--- src/rtl/spi_fetch.sv ---
// SPI flash read sequencer: drives the SPI controller register port to issue a read command,
// a 24-bit address and up to 8 data bytes. Define SPI_FETCH_FAST_READ_EN for fast read (0x0B + dummy byte).
module spi_fetch (
  input  logic        clk,
  input  logic        reset,
  input  logic        req,
  output logic        req_ready,
  input  logic [23:0] req_addr,
  input  logic [2:0]  req_len,
  input  logic [1:0]  req_sel,
  output logic        rd_valid,
  output logic [7:0]  rd_data,
  output logic        rd_last,
  output logic        busy,
  output logic [2:0]  spi_reg_addr,
  output logic [7:0]  spi_reg_wdata,
  output logic [1:0]  spi_reg_sel,
  output logic        spi_reg_write,
  output logic        spi_reg_read,
  input  logic [7:0]  spi_reg_rdata,
  input  logic        spi_interrupt
);

`ifdef SPI_FETCH_FAST_READ_EN
  localparam logic [7:0] CMD_BYTE = 8'h0B;
  typedef enum logic [2:0] {
    S_IDLE, S_CMD, S_WAIT, S_ADDR, S_DUMMY, S_DATA, S_RDBYTE, S_END
  } state_t;
`else
  localparam logic [7:0] CMD_BYTE = 8'h03;
  typedef enum logic [2:0] {
    S_IDLE, S_CMD, S_WAIT, S_ADDR, S_DATA, S_RDBYTE, S_END
  } state_t;
`endif

  state_t      state_q, state_d;
  state_t      ret_q, ret_d;
  logic [23:0] addr_q, addr_d;
  logic [2:0]  cnt_q, cnt_d;
  logic [1:0]  sel_q, sel_d;
  logic [1:0]  phase_q, phase_d;
  logic        first_q, first_d;
  logic [7:0]  rd_data_q, rd_data_d;
  logic        rd_valid_q, rd_valid_d;
  logic        rd_last_q, rd_last_d;

  always_ff @(posedge clk) begin
    if (reset) begin
      state_q    <= S_IDLE;
      ret_q      <= S_IDLE;
      addr_q     <= '0;
      cnt_q      <= '0;
      sel_q      <= '0;
      phase_q    <= '0;
      first_q    <= 1'b0;
      rd_data_q  <= '0;
      rd_valid_q <= 1'b0;
      rd_last_q  <= 1'b0;
    end else begin
      state_q    <= state_d;
      ret_q      <= ret_d;
      addr_q     <= addr_d;
      cnt_q      <= cnt_d;
      sel_q      <= sel_d;
      phase_q    <= phase_d;
      first_q    <= first_d;
      rd_data_q  <= rd_data_d;
      rd_valid_q <= rd_valid_d;
      rd_last_q  <= rd_last_d;
    end
  end

  // Ready is held off during the rd_last pulse so back-to-back fetches start one cycle later.
  assign req_ready   = (state_q == S_IDLE) && !rd_last_q;
  assign busy        = (state_q != S_IDLE);
  assign spi_reg_sel = busy ? sel_q : 2'd0;
  assign rd_valid    = rd_valid_q;
  assign rd_data     = rd_data_q;
  assign rd_last     = rd_last_q;

  always_comb begin
    state_d       = state_q;
    ret_d         = ret_q;
    addr_d        = addr_q;
    cnt_d         = cnt_q;
    sel_d         = sel_q;
    phase_d       = phase_q;
    first_d       = 1'b0;
    rd_data_d     = rd_data_q;
    rd_valid_d    = 1'b0;
    rd_last_d     = 1'b0;
    spi_reg_write = 1'b0;
    spi_reg_read  = 1'b0;
    spi_reg_addr  = 3'd0;
    spi_reg_wdata = 8'h00;

    case (state_q)
      S_IDLE: begin
        if (req && req_ready) begin
          addr_d  = req_addr;
          cnt_d   = req_len;
          sel_d   = req_sel;
          phase_d = 2'd0;
          state_d = S_CMD;
        end
      end
      S_CMD: begin
        spi_reg_write = 1'b1;
        spi_reg_wdata = CMD_BYTE;
        ret_d         = S_CMD;
        first_d       = 1'b1;
        state_d       = S_WAIT;
      end
      S_ADDR: begin
        spi_reg_write = 1'b1;
        spi_reg_addr  = 3'd1;
        case (phase_q)
          2'd0:    spi_reg_wdata = addr_q[23:16];
          2'd1:    spi_reg_wdata = addr_q[15:8];
          default: spi_reg_wdata = addr_q[7:0];
        endcase
        phase_d = phase_q + 2'd1;
        ret_d   = S_ADDR;
        first_d = 1'b1;
        state_d = S_WAIT;
      end
`ifdef SPI_FETCH_FAST_READ_EN
      S_DUMMY: begin
        spi_reg_write = 1'b1;
        spi_reg_addr  = 3'd1;
        ret_d         = S_DUMMY;
        first_d       = 1'b1;
        state_d       = S_WAIT;
      end
`endif
      S_DATA: begin
        spi_reg_write = 1'b1;
        spi_reg_addr  = 3'd1;
        ret_d         = S_DATA;
        first_d       = 1'b1;
        state_d       = S_WAIT;
      end
      S_WAIT: begin
        // The interrupt flag is registered in the controller, so the first WAIT cycle sees a stale value.
        if (!first_q && spi_interrupt) begin
          case (ret_q)
            S_CMD:  state_d = S_ADDR;
`ifdef SPI_FETCH_FAST_READ_EN
            S_ADDR:  state_d = (phase_q == 2'd3) ? S_DUMMY : S_ADDR;
            S_DUMMY: state_d = S_DATA;
`else
            S_ADDR:  state_d = (phase_q == 2'd3) ? S_DATA : S_ADDR;
`endif
            default: state_d = (cnt_q == 3'd0) ? S_END : S_RDBYTE;
          endcase
        end
      end
      S_RDBYTE: begin
        spi_reg_read = 1'b1;
        spi_reg_addr = 3'd1;
        rd_data_d    = spi_reg_rdata;
        rd_valid_d   = 1'b1;
        cnt_d        = cnt_q - 3'd1;
        state_d      = S_DATA;
      end
      S_END: begin
        spi_reg_read = 1'b1;
        rd_data_d    = spi_reg_rdata;
        rd_valid_d   = 1'b1;
        rd_last_d    = 1'b1;
        state_d      = S_IDLE;
      end
      default: state_d = S_IDLE;
    endcase
  end

endmodule
--- config.mk ---
export PLATFORM = sky130hd
export DESIGN_NAME = spi_fetch
export DESIGN_NICKNAME = d
export VERILOG_FILES = /design/src/rtl/spi_fetch.sv
export SDC_FILE = /design/constraint.sdc
export NUM_CORES = 1
export LEC_CHECK = 0
export ABC_AREA = 1
export CORE_MARGIN = 2
export CORE_UTILIZATION = 40
export CTS_BUF_LIST = sky130_fd_sc_hd__clkbuf_8
export DETAILED_ROUTE_END_ITERATION = 6
export PLACE_DENSITY_LB_ADDON = 0.25
export SLEW_MARGIN = 10
export SYNTH_ARGS = -nofsm -noshare
export SYNTH_HDL_FRONTEND = slang
export SYNTH_SLANG_ARGS = --single-unit
--- constraint.sdc ---
create_clock -name clk -period 1.8 [get_ports clk]
set_input_delay 0.27 -clock clk [delete_from_list [all_inputs] [get_ports clk]]
set_output_delay 0.27 -clock clk [all_outputs]
set_load 0.01 [all_outputs]
* Word level (Yosys, flattened, before mapping)
Cells that the tools add are included.
** Operators by class
- Add/sub/neg operators :: 2
- Equality and inequality tests :: 12
- Mux-type cells :: 18
- Reduce and logical (&&, ||, !) cells :: 19
** Operator list (number)
- 8-bit case mux with 2 select lines :: 2
- 3-bit two-way mux :: 4
- 3-bit case mux with 2 select lines :: 2
- 3-bit case mux with 4 select lines :: 1
- 3-bit by 2-bit equality test with 1-bit output (second input constant) :: 3
- 3-bit equality test (second input constant) :: 3
- 3-bit case mux with 3 select lines :: 1
- 2-bit AND reduction :: 4
- 3-bit by 1-bit equality test with 1-bit output (second input constant) :: 2
- 3-bit zero test :: 2
- 2-bit two-way mux :: 3
- 3-bit nonzero test :: 2
- 3-bit OR reduction :: 2
- 1-bit two-way mux :: 4
- 2-bit case mux with 2 select lines :: 1
- 2-bit nonzero test :: 2
- 1-bit logical AND :: 3
- 3-bit by 1-bit subtractor with 3-bit output (second input constant) :: 1
- 2-bit by 1-bit adder with 2-bit output (second input constant) :: 1
- 2-bit by 1-bit equality test with 1-bit output (second input constant) :: 1
- 2-bit equality test (second input constant) :: 1
- 1-bit zero test :: 2
- 2-bit zero test :: 1
- 2-bit by 1-bit inequality test with 1-bit output (second input constant) :: 1
- 2 further kinds :: 2
** Storage, ports and cells
- Register bits after elaboration :: 48
- Word-level logic and storage cells :: 61

* Longest topological paths before layout
Gate-level depths: netlist of run 1.
- Depth in word-level cells :: 5
- Mapped depth :: 9

* Least setup slack after synthesis of run 1
No wires, ideal clock.
- Path kind :: register -> output
- From :: reg phase_q[0]
- To :: out spi_reg_wdata[0]
- Data arrival time :: 1.282 ns
- Data required time :: 1.530 ns
- Path slack :: 0.248 ns
- Stages on the path, launching flop included :: 6
- Cell sequence :: dfxtp_1 -> inv_1 -> ha_1 -> nor2_1 -> nand2_1 -> a31oi_1
** On the way
- Longest elaborated chain between the ends :: 3
- Elaborated cells on any way between the ends :: 4
- Classes of those cells :: eq/ne: 1; mux: 2; reduce/logical: 1
** Ends and longest elaborated chain
- from (decl) :: line 41 : logic [1:0] phase_q, phase_d;
- from (signal assigned) :: line 65 : phase_q <= phase_d;
- 2-bit by 1-bit equality test with 1-bit output or 2-bit zero test (tied branches) :: line 117 : case (phase_q)
- 8-bit case mux with 2 select lines * :: line 117
- 8-bit case mux with 2 select lines * :: line 97 : case (state_q)
- to (decl) :: line 16 : output logic [7:0] spi_reg_wdata,
Mark *: on every way between the ends. The rest lies on a longest branch, timed or not.

* Final worst setup path of run 1
- From :: reg phase_q[1]
- To :: out spi_reg_wdata[3]
Same word-level chain as after synthesis.

==> impl_metrics.toml, run 1 <==
[route]
detail-route-antenna-nets = 0
vias = 2107
drc = 0
wl_per_cell_um = 12.1
viasPerCell = 4.85
drt_first_pass_iters = 4
drt_iter0_drc = 112
wl_um = 5240

[floorplan]
core-area_um2 = 5140
initial_utilization = 0.415
row_count = 26
die_y_um = 77.0
fp.dieArea_um2 = 5930
die_w_um = 77.0
ios = 68

[logic_synthesis]
yosys_warnings = 0
async_flop_share = 0
yosys.cell_types.count = 23
syn_inst = 286
ys_ff_latch = 48
yosysTopAreaCell = "dfxtp_1"
synthTopCellsByCount = "48 x dfxtp_1, 42 x a21oi_1, 40 x nand2_1"
postSynth.topFlopCell = "dfxtp_1"
synth_edf_count = 0
yosysSeqAreaShare = 0.451
yosysMostFrequentCell = "dfxtp_1"
synth_top_area_share = 0.451
syn_area_um2 = 2130
syn_area_per_cell_um2 = 7.45
synthTopCellsByArea = "dfxtp_1 45%, a21oi_1 9.9%, nand2_1 7.0%"

[placement]
routabilityCongestion = 0.793
hpwl_um = 3610
dp_slack_ps = -143
io_buffers = 65

[setup_path]
path_max_fanout = 6
worstPathRequired_ps = 1530
r2r_slack_ps = 250
reg2regPathDepth = 9
crit_type = "flop to output pin"
slowest_stage = "dfxtp_2"
critPathLaunchType = "flop"
r2r_start = "state_q[2]"
cp.arrival_ps = 1490
worstPathCellList = "inv_4 > ha_4 > buf_6 > inv_6 > o22ai_2 > a21oi_2 > nor2_1 > buf_2"
critPathCaptureType = "output pin"
rr_endpoint = "cnt_q[1]"
slowest_delay_ps = 340

[sta]
hold_viol = 0
setup_viol = 0
period_share = 0.978
slew_viol_final = 0
min_period_ps = 1760
clock.fmax_mhz = 568
rsz0062_at_grt = "yes"
fin_ws_ps = 39.7
clock_skew_ps = 3.57

[global_routing]
track_usage = 0.178
grt_start_max_net_pins = 47
grt_pass1_wl_um = 8670
antenna_found_initial = 0
grt_overflow_total = 0
grt_pass1_vias = 1986

[cts]
htreeDepth = 2
cts-root-buf = "clkbuf_8"
cts_buffers = 5
cts_sinks = 48
clkTransAtPathRegs_ps = 80
ctsLongestPathBuffers = 2
clk-insertion-delay-late_ps = 290
cts_tree = "yes"

[status]
status = "complete, no violations"

[finish]
area_delta_synth_final_pct = 43.4
nets = 410
drive_gt1_frac = 0.173
n_antenna_cell = 0

[power_and_ir_drop]
ir_drop_v = 0.000551
leakage_nw = 1.30
power_w = 0.00364
p_per_area_nw_per_um2 = 1190

[flow_run]
max-cap-violations = 0

[worst_hold_path]
holdPathStages = 2
hold_start = "sel_q[1]"
hold_class = "flop to flop"
hold_end = "sel_q[1]"
==> sequential cells by signal, summed over array words and instances, names as in the netlist <==
signal    cells
addr_q       24
cnt_q         3
first_q       1
phase_q       2
rd_data       8
rd_last       1
rd_valid      1
ret_q         3
sel_q         2
state_q       3
==> kinds of logic after synthesis <==
kind of cell,after synthesis,share of synthesized area
AND/OR/NAND/NOR,103,0.215
AO/OA/AOI/OAI,81,0.196
buffers and inverters,48,0.107
flip-flops,48,0.451
adder cells (fa/ha/maj),5,0.0293
other,1,0.00176
==> where the power goes <==
| part | internal, W | switching [W] | total [W] |
|---|---|---|---|
| combinational | 0.000688 | 0.000963 | 0.00165 |
| clock | 0.000259 | 0.000332 | 0.000591 |
| sequential | 0.00129 | 0.000106 | 0.00140 |
| total | 0.00224 | 0.00140 | 0.00364 |
==> critical path: cells and delay by family, from the launching register on <==
kind / cells / cell delay [ps]
flip-flops: 1 / 340
adder cells (fa/ha/maj): 1 / 150
AND/OR/NAND/NOR: 1 / 120
AO/OA/AOI/OAI: 2 / 210
buffers and inverters: 4 / 370
==> placed cells by master, fill, tap and decap left out, drive strengths merged <==
master,count
clkinv,1
conb,2
a21oi,42
nor2,42
a31oi,2
inv,36
o21ai,30
o21a,1
nand2,43
clkdlybuf4s50,50
dfxtp,48
nand3,18
ha,5
buf,27
o22ai,6
dlymetal6s2s,1
clkbuf,5
dlygate4sd2,5
==> layout make-up <==
| type | instances | area (um2) |
|---|---|---|
| clock buffer | 5 | 68.8 |
| clock inverter | 2 | 8.76 |
| tap | 70 | 87.6 |
| sequential | 48 | 967 |
| multi-input combinational | 191 | 1030 |
| fill | 501 | 2080 |
| inverter | 35 | 146 |
| timing repair buffer | 83 | 752 |
==> worst max path at each step <==
| stage | startpoint | end | slack, ps | depth (start not counted) |
|---|---|---|---|---|
| 6_report | phase_q[1] | spi_reg_wdata[3] | 40 | 8 |
| 2_1_floorplan | phase_q[0] | spi_reg_wdata[0] | 250 | 5 |
| 5_1_grt | phase_q[1] | spi_reg_wdata[7] | -20 | 8 |
| 4_1_cts | state_q[2] | busy | 4 | 4 |
| 3_3_place_gp | phase_q[0] | spi_reg_wdata[0] | -70 | 6 |
| 3_5_place_dp | phase_q[0] | spi_reg_wdata[3] | -140 | 7 |
==> per-layer routing <==
metal / global-route usage / up-vias / routed length, um
li1: - / 1080 / -
met1: 0.218 / 952 / 2280
met2: 0.314 / 66 / 2600
met3: 0.0341 / 9 / 281
met4: 0.0589 / 0 / 70
met5: 0 / - / 0
==> timing repair <==
| action | in CTS | in global routing |
|---|---|---|
| pin swaps | 2 | 6 |
| endpoints found under the setup margin | 14 | 10 |
| buffers inserted | 1 | 1 |
| hold buffers | 0 | 0 |
| gates resized for setup | 51 | 26 |
==> per-stage QoR <==
step | hold slack, ps | utilization | cells | TNS [ps] | area (um2)
global placement | 443 | 0.564 | 425 | -439 | 2900
detailed placement | 446 | 0.564 | 425 | -762 | 2900
global route | 484 | 0.595 | 434 | -80.4 | 3060
finish | 457 | 0.595 | 434 | 0 | 3060
CTS | 458 | 0.574 | 433 | 0 | 2950
floorplan | 339 | - | 287 | 0 | 2140
Note: power is estimated with default switching activity, not from simulation.
==> run 2, diff against run 1 <==
Settings changed: CAP_MARGIN from default to 20, SLEW_MARGIN 10 to default.
==> results of run 2 <==
Same layout as run 1: the final DEF is identical, and so are final timing and power.
==> run 3, diff against run 2 <==
Settings changed: SKIP_CTS_REPAIR_TIMING from default to 1.
==> run 3 against run 2 <==
Effect of this change: the flow now finishes with violations (negative setup slack); setup slack lost 140 ps; wire length grew 0.94%; register-to-register slack is essentially flat; critical path depth is the same; total power grew 1.8%; core utilization grew 0.83 points; non-clock buffer count grew 2; sequential share of layout area shrank 0.47 points; critical endpoint unchanged.
==> impl_metrics.toml, run 3 (synthesized netlist as in run 1, its figures left out) <==
[cts]
cts_tree = "yes"
clkTransAtPathRegs_ps = 80
cts-root-buf = "clkbuf_8"
ctsLongestPathBuffers = 2
cts_buffers = 5
clk-insertion-delay-late_ps = 290
htreeDepth = 2
cts_sinks = 48

[setup_path]
path_max_fanout = 6
crit_type = "flop to output pin"
r2r_start = "state_q[2]"
critPathLaunchType = "flop"
critPathCaptureType = "output pin"
worstPathRequired_ps = 1530
cp.arrival_ps = 1630
critPathLaunch = "phase_q[1]"

[power_and_ir_drop]
clockPowerShare = 0.160
ir_drop_v = 0.000577
share_comb_of_total_power = 0.463
p_sw_w = 0.00142
leakage_nw = 1.35
pwr-share-seq = 0.377
intPower_w = 0.00229
swShare = 0.383
p_per_area_nw_per_um2 = 1200
power_w = 0.00371

[route]
drc = 0
drt_first_pass_iters = 4
drt_iter0_drc = 132
detail-route-antenna-nets = 0
wl_per_cell_um = 12.1
viasPerCell = 4.78
vias = 2083
wl_um = 5290

[floorplan]
die_y_um = 77.0
row_count = 26
fp.dieArea_um2 = 5930
die_w_um = 77.0
ios = 68
core-area_um2 = 5140
initial_utilization = 0.415

[flow_run]
max-cap-violations = 0

[finish]
drive_gt1_frac = 0.189
area_delta_synth_final_pct = 45.4
utilization = 0.603
n_antenna_cell = 0
layout_commonest_cell = "clkdlybuf4s50_1"
fillers = 492
regMostFlops = "addr_q"
largest_reg_flops = 24
nets = 412
most-common-layout-cells = "50 x clkdlybuf4s50_1, 44 x dfxtp_1, 40 x nand2_1, 40 x a21oi_1, 34 x nor2_1"

[worst_hold_path]
hold_class = "flop to flop"
hold_start = "sel_q[1]"

[sta]
period_share = 1.05
clock_skew_ps = 2.91
min_period_ps = 1900
clock.fmax_mhz = 527
fin_ws_ps = -96.0
rsz0062_at_grt = "yes"
setup_viol = 6
holdWs_ps = 457
slew_viol_final = 0
hold_viol = 0

[global_routing]
grt_pass1_vias = 1981
antenna_found_initial = 0
grt_pass1_wl_um = 8570
grt_start_max_net_pins = 47
track_usage = 0.176
grt_overflow_total = 0

[status]
violations = "negative setup slack"
status = "complete, but fails checks"

[placement]
routabilityCongestion = 0.793
hpwl_um = 3610
io_buffers = 65
==> run 3: path summary, 6_finish.rpt <==
path	cells past startpoint	end	slack [ps]
hold reg to reg	2	sel_q[1]	460
hold / removal	2	sel_q[1]	460
setup / recovery	8	spi_reg_wdata[3]	-100
setup reg to reg	9	cnt_q[1]	240
==> run 3: worst max-delay path, stage by stage (launching register included) <==
cell and delay, ps:
dfxtp_2 340, inv_4 70, ha_4 150, buf_6 110, clkinvlp_4 160, o22ai_2 160, a21oi_1 70, nor2_1 130
buf_2 150
==> run 3: area by class of cell <==
cell class                      count  area, um2  area share
Clock buffer                        5       68.8      0.0222
Clock inverter                      2       8.76     0.00282
Inverter                           35        141      0.0456
Multi-Input combinational cell    191       1040       0.336
Sequential cell                    48        966       0.312
Tap cell                           70       87.6      0.0282
Timing Repair Buffer               85        786       0.253
==> run 3: power by group through the flow <==
stage / combinational (W) / clock (W) / sequential, W
finish: 0.00172 / 0.000595 / 0.00140
global route: 0.00192 / 0.000647 / 0.00143
CTS: 0.00163 / 0.000609 / 0.00139
detailed placement: 0.00162 / 0 / 0.00141
global placement: 0.00160 / 0 / 0.00141
floorplan: 0.00107 / 0 / 0.00140
==> run 3: routing by layer <==
layer / vias to the layer above / global-route usage / wire (um)
li1: 1081 / - / -
met1: 928 / 0.216 / 2290
met2: 63 / 0.311 / 2550
met3: 11 / 0.0329 / 290
met4: 0 / 0.0589 / 162
met5: - / 0 / 0
==> run 3: per-stage QoR <==
stage / area, um2 / cells / setup slack (ps) / TNS (ps)
2_1_floorplan: 2140 / 287 / 248 / 0
3_3_place_gp: 2900 / 425 / -68.0 / -439
3_5_place_dp: 2900 / 425 / -143 / -762
4_1_cts: 2980 / 432 / -475 / -4400
5_1_grt: 3100 / 436 / -210 / -967
6_report: 3100 / 436 / -96.0 / -315
